### config.mk
export PLATFORM = sky130hd
export DESIGN_NAME = music_sequencer
export DESIGN_NICKNAME = d
export VERILOG_FILES = /design/src/rtl/music_sequencer.sv
export SDC_FILE = /design/constraint.sdc
export NUM_CORES = 1
export LEC_CHECK = 0
export BUFFER_PORTS_ARGS = -buffer_cell sky130_fd_sc_hd__buf_4
export CAP_MARGIN = 20
export CORE_AREA = 2 2 169 171
export DETAILED_ROUTE_END_ITERATION = 8
export DIE_AREA = 0 0 171 173
export GPL_TIMING_DRIVEN = 0
export PLACE_DENSITY = 0.72
export SLEW_MARGIN = 20
export SYNTH_ARGS = -nofsm -noshare
export SYNTH_HDL_FRONTEND = slang
export SYNTH_SLANG_ARGS = --single-unit
export TNS_END_PERCENT = 1
### constraint.sdc
create_clock -name clk -period 2.9 [get_ports clk]
set_input_delay 0.29 -clock clk [delete_from_list [all_inputs] [get_ports clk]]
set_output_delay 0.29 -clock clk [all_outputs]
set_load 0.05 [all_outputs]
### src/rtl/music_sequencer.sv
// music_sequencer: plays a song from a 32-entry writable RAM, feeding length/pitch to the note timer.
// Latency: start -> first valid length 3 cycles; note_change -> next valid length 3 cycles.
// Backpressure: none; the timer paces playback through note_change, and stop aborts at once.
//
// Ports:
//   clk, rst          clock; asynchronous active-high reset
//   start/stop        begin playback from address 0 (IDLE only) / abort in any state
//   loop_en           restart at address 0 instead of finishing when the song ends
//   wr_en/addr/data   song RAM write port, entry = {length[3:0], pitch}
//   note_change       timer pulse: the current note has expired
//   length, pitch     current note to the timer and tone generator (0 between notes)
//   playing, done     playback active / one-cycle end-of-song pulse (non-looping end only)
//   cur_addr          address of the current song entry
module music_sequencer #(
   parameter int ADDR_W  = 5,
   parameter int PITCH_W = 6
) (
   input  logic                  clk,
   input  logic                  rst,
   input  logic                  start,
   input  logic                  stop,
   input  logic                  loop_en,
   input  logic                  wr_en,
   input  logic [ADDR_W-1:0]     wr_addr,
   input  logic [4+PITCH_W-1:0]  wr_data,
   input  logic                  note_change,
   output logic [3:0]            length,
   output logic [PITCH_W-1:0]    pitch,
   output logic                  playing,
   output logic                  done,
   output logic [ADDR_W-1:0]     cur_addr
);

   localparam int DEPTH  = 1 << ADDR_W;
   localparam int WORD_W = 4 + PITCH_W;

   typedef enum logic [1:0] {
      S_IDLE  = 2'd0,
      S_FETCH = 2'd1,
      S_CHECK = 2'd2,
      S_PLAY  = 2'd3
   } state_t;

   state_t              state_q, state_d;
   logic [ADDR_W-1:0]   cur_addr_q, cur_addr_d;
   logic [3:0]          length_q, length_d;
   logic [PITCH_W-1:0]  pitch_q, pitch_d;
   logic                done_d;

   logic [WORD_W-1:0]   mem [DEPTH];
   logic [WORD_W-1:0]   rd_q;
   logic [3:0]          rd_len;
   logic [PITCH_W-1:0]  rd_pitch;
   logic                rd_valid;
   logic                last_addr;

   // Song RAM: not reset, so contents survive a mid-song reset. The read and
   // write in one cycle to the same address return the old word.
   always_ff @(posedge clk) begin
      if (wr_en) begin
         mem[wr_addr] <= wr_data;
      end
      if (state_q == S_FETCH) begin
         rd_q <= mem[cur_addr_q];
      end
   end

   assign rd_len    = rd_q[WORD_W-1 -: 4];
   assign rd_pitch  = rd_q[PITCH_W-1:0];
   // Codes 1..7 are notes; 0 and 8..15 all mark the end of the song.
   assign rd_valid  = (rd_len != 4'd0) && !rd_len[3];
   assign last_addr = &cur_addr_q;

   always_ff @(posedge clk or posedge rst) begin
      if (rst) begin
         state_q    <= S_IDLE;
         cur_addr_q <= '0;
         length_q   <= 4'd0;
         pitch_q    <= '0;
      end else begin
         state_q    <= state_d;
         cur_addr_q <= cur_addr_d;
         length_q   <= length_d;
         pitch_q    <= pitch_d;
      end
   end

   always_comb begin
      state_d    = state_q;
      cur_addr_d = cur_addr_q;
      length_d   = length_q;
      pitch_d    = pitch_q;
      done_d     = 1'b0;

      if (stop) begin
         // Abort beats start and note_change; the address is kept for inspection.
         state_d  = S_IDLE;
         length_d = 4'd0;
         pitch_d  = '0;
      end else begin
         case (state_q)
            S_IDLE: begin
               length_d = 4'd0;
               pitch_d  = '0;
               if (start) begin
                  cur_addr_d = '0;
                  state_d    = S_FETCH;
               end
            end
            S_FETCH: begin
               length_d = 4'd0;
               pitch_d  = '0;
               state_d  = S_CHECK;
            end
            S_CHECK: begin
               if (rd_valid) begin
                  length_d = rd_len;
                  pitch_d  = rd_pitch;
                  state_d  = S_PLAY;
               end else if (loop_en && (cur_addr_q != '0)) begin
                  cur_addr_d = '0;
                  state_d    = S_FETCH;
               end else begin
                  // Ending at address 0 means an empty song: looping would spin forever.
                  done_d  = 1'b1;
                  state_d = S_IDLE;
               end
            end
            S_PLAY: begin
               if (note_change) begin
                  // Clearing length here produces the two-cycle gap in FETCH/CHECK.
                  length_d = 4'd0;
                  pitch_d  = '0;
                  if (!last_addr) begin
                     cur_addr_d = cur_addr_q + {{(ADDR_W-1){1'b0}}, 1'b1};
                     state_d    = S_FETCH;
                  end else if (loop_en) begin
                     cur_addr_d = '0;
                     state_d    = S_FETCH;
                  end else begin
                     done_d  = 1'b1;
                     state_d = S_IDLE;
                  end
               end
            end
            default: begin
               state_d = S_IDLE;
            end
         endcase
      end
   end

   assign length   = length_q;
   assign pitch    = pitch_q;
   assign playing  = (state_q != S_IDLE);
   assign done     = done_d;
   assign cur_addr = cur_addr_q;

endmodule

==> results.json <==
{
  "rsz0062_at_grt": "false",
  "grt_overflow_total": 0,
  "final_common_cell": "edfxtp_1",
  "die_area_mm2": 0.0296,
  "hpwl_um": 17800,
  "synthArstFlopShare_pct": 4.90,
  "gr-usage-met2_pct": 28.8,
  "grt_util_met1_pct": 29.2,
  "path_class": "reg2out",
  "start_kind": "flip-flop",
  "met3_usage_pct": 3.18,
  "grt_usage_pct": 19.4,
  "synth_top_family_by_area": "multiplexers",
  "register_area_mm2": 0.0103,
  "cpMostUsedCell": "buf_4",
  "cts_sinks": 347,
  "cts_tree": "built",
  "synth_nets": 725,
  "vias_per_cell": 5.85,
  "synth.distinct_cells": 46,
  "post_cts_buffers": 0,
  "busiest_layer": "met1",
  "cpPeakStageDelay_ps": 410,
  "finalSetupTns_ps": 0,
  "crit_required_ps": 2610,
  "root_buffer": "clkbuf_16",
  "synth.cell_area_mm2": 0.0136,
  "row_count": 61,
  "drive_above_1_share_pct": 27.8,
  "synth_seq_area_share_pct": 75.9,
  "portBuffers": 38,
  "final.setup_skew_ps": 15.6,
  "slew_headroom_pct": 28.2,
  "num_vias": 6907,
  "nets": 801,
  "max_freq_mhz": 370,
  "insertion_delay_ps": 510,
  "power.density_mw_per_mm2": 757,
  "worst_pin_slew_ps": 1070,
  "cp_slowest_cell": "dfrtp_1",
  "path_cells": "clkbuf_4, buf_4, inv_1, ha_1, a31o_2, nand3b_1, a21oi_2, buf_4",
  "drt_iter0_markers": 832,
  "maxSlewViolCount": 0,
  "syn_inst": 700,
  "first_global_vias": 6817,
  "ys_ff_latch": 347,
  "grt_max_degree": 33,
  "numCtsBuffers": 34,
  "diodes": 0,
  "start_util_pct": 49.3,
  "synth-edff-count": 330,
  "setup_violations": 0,
  "synthMuxAreaShare_pct": 13.3,
  "grt_first_pass_wirelength_um": 42400,
  "status": "finished, final reports clean",
  "crit_path_end_kind": "output pin",
  "dpl_worst_slack_ps": 307,
  "avgSynthCellArea_um2": 19.5,
  "final_antenna_net_count": 0,
  "ys_warn_count": 0,
  "max-clock-path-buffers": 3,
  "wl_um": 28000,
  "drc": 0,
  "crit_fanout": 10,
  "ir_drop_mv": 0.381,
  "critPathTopFamily": "buffers and inverters",
  "n_fill_cell": 2090,
  "io_pins": 39,
  "die_height_um": 173,
  "htree_num_levels": 2,
  "p_leak_nw": 4.97,
  "clkTransAtPathRegs_ps": 60,
  "gp_congestion": 0.818,
  "synth-simple-area-share_pct": 4.41,
  "mostFrequentLayoutCells": "330 x edfxtp_1, 59 x mux4_2, 46 x buf_4",
  "hp-class": "in2reg",
  "area_growth_pct": 14.3,
  "period_share_pct": 93.2,
  "maxCapViolCount": 0,
  "synthAdderAreaFrac_pct": 0.276,
  "critPathArrivalTime_ps": 2410,
  "drt_pass1_iterations": 5,
  "synthXorXnorAreaFrac_pct": 0,
  "fin_crit_ps": 2700,
  "fp.coreArea_mm2": 0.0276,
  "routedWlPerCell_um": 23.7,
  "die_w_um": 171,
  "multi_input_area_mm2": 0.00305,
  "place_inst": 1116,
  "final_cells": 1180,
  "path_buf_inv": 4,
  "grt_antenna_before_repair": 0,
  "synth_compound_area_share_pct": 4.36,
  "yosys_most_used_dff": "edfxtp_1",
  "hold_viol": 0,
  "setup_slack_ps": 198
}
## stage by stage
step / hold WS [ps] / util, % / power [mW] / area (um^2)
finish: 91.4 / 56.3 / 11.8 / 15600
global route: 92.1 / 56.3 / 12.1 / 15600
CTS: 78.5 / 56.3 / 11.9 / 15600
detailed placement: 414 / 52.1 / 7.41 / 14400
global placement: 407 / 52.1 / 7.38 / 14400
floorplan: 216 / - / 6.91 / 13600
## synthesized netlist by cell type (2+ instances only)
cell        n  area, um^2
a21oi_1     5        25.0
a221oi_1   19         166
a22oi_1    20         150
a31oi_1    12        75.1
and2_1      2        12.5
and3_1     12        75.1
buf_2      13        65.1
buf_4       6        45.0
buf_6       3        33.8
clkbuf_1   11        41.3
clkbuf_2    2        10.0
dfrtp_1    17         425
edfxtp_1  330        9910
ha_1        3        37.5
inv_1      14        52.6
mux2_2     39         439
mux2i_1     4        40.0
mux4_2     59        1330
nand2_1    24        90.1
nand2b_1    3        18.8
nand3_1    11        55.1
nand3b_1    8        60.1
nor2_1     41         154
nor2b_1     6        37.5
nor4_1      2        12.5
o21ai_0    10        50.1
o311ai_1    2        17.5
or3_1       2        12.5
or3b_2      3        26.3
## tightest hold or removal path: cells and delay by family
kind	cells	cell delay, ps
compound gates	1	60
simple gates	1	100
buf+inv	1	100
## cell type report
cell class	count	area share (%)
sequential	347	66.4
multi-input combinational	304	19.6
buffer	34	1.29
clock buffer	43	6.09
timing repair buffer	41	2.01
tap	378	3.04
inverter	14	0.338
clock inverter	19	1.25
## power breakdown
group | internal (mW) | switching (mW)
combinational | 0.797 | 0.878
sequential | 5.59 | 0.0416
clock | 2.68 | 1.80
## cell families after synthesis
family          Yosys count
buf+inv                  49
flops                   347
mux                     102
compound gates           80
simple gates            119
fa+ha+maj                 3
## registers in the layout (all words and copies together) (netlist names)
register and flops:
cur_addr 5, state_q 2, length 4, mem 320, rd_q 10, pitch 6
## path summary, 6_finish.rpt
kind / startpoint / slack, ps / depth (start not counted) / to
worst min-delay path: note_change / 90 / 3 / length[2]$_DFFE_PP0P_
worst max-delay path: cur_addr[1]$_DFFE_PP0P_ / 200 / 8 / done
worst max register to register: cur_addr[0]$_DFFE_PP0P_ / 330 / 6 / rd_q[5]$_DFFE_PN_
worst min register to register: rd_q[1]$_DFFE_PN_ / 480 / 2 / pitch[1]$_DFFE_PP0P_
min in group asynchronous: rst / 410 / 3 / length[3]$_DFFE_PP0P_
max in group asynchronous: rst / 2050 / 3 / cur_addr[0]$_DFFE_PP0P_
## routing by layer
layer / vias to the layer above / share of wire (%)
met4: 0 / 3.0
met3: 51 / 7.1
li1: 3020 / -
met5: - / 0
met1: 3552 / 44
met2: 284 / 46
## timing repair
action                                  in CTS  in global routing
endpoints found under the setup margin       1                  1
cloned                                       0                  0
hold endpoints to repair                    18                  0
resized for setup                            4                  4
hold buffers                                 2                  0
Note: power is estimated with default switching activity, not from simulation.
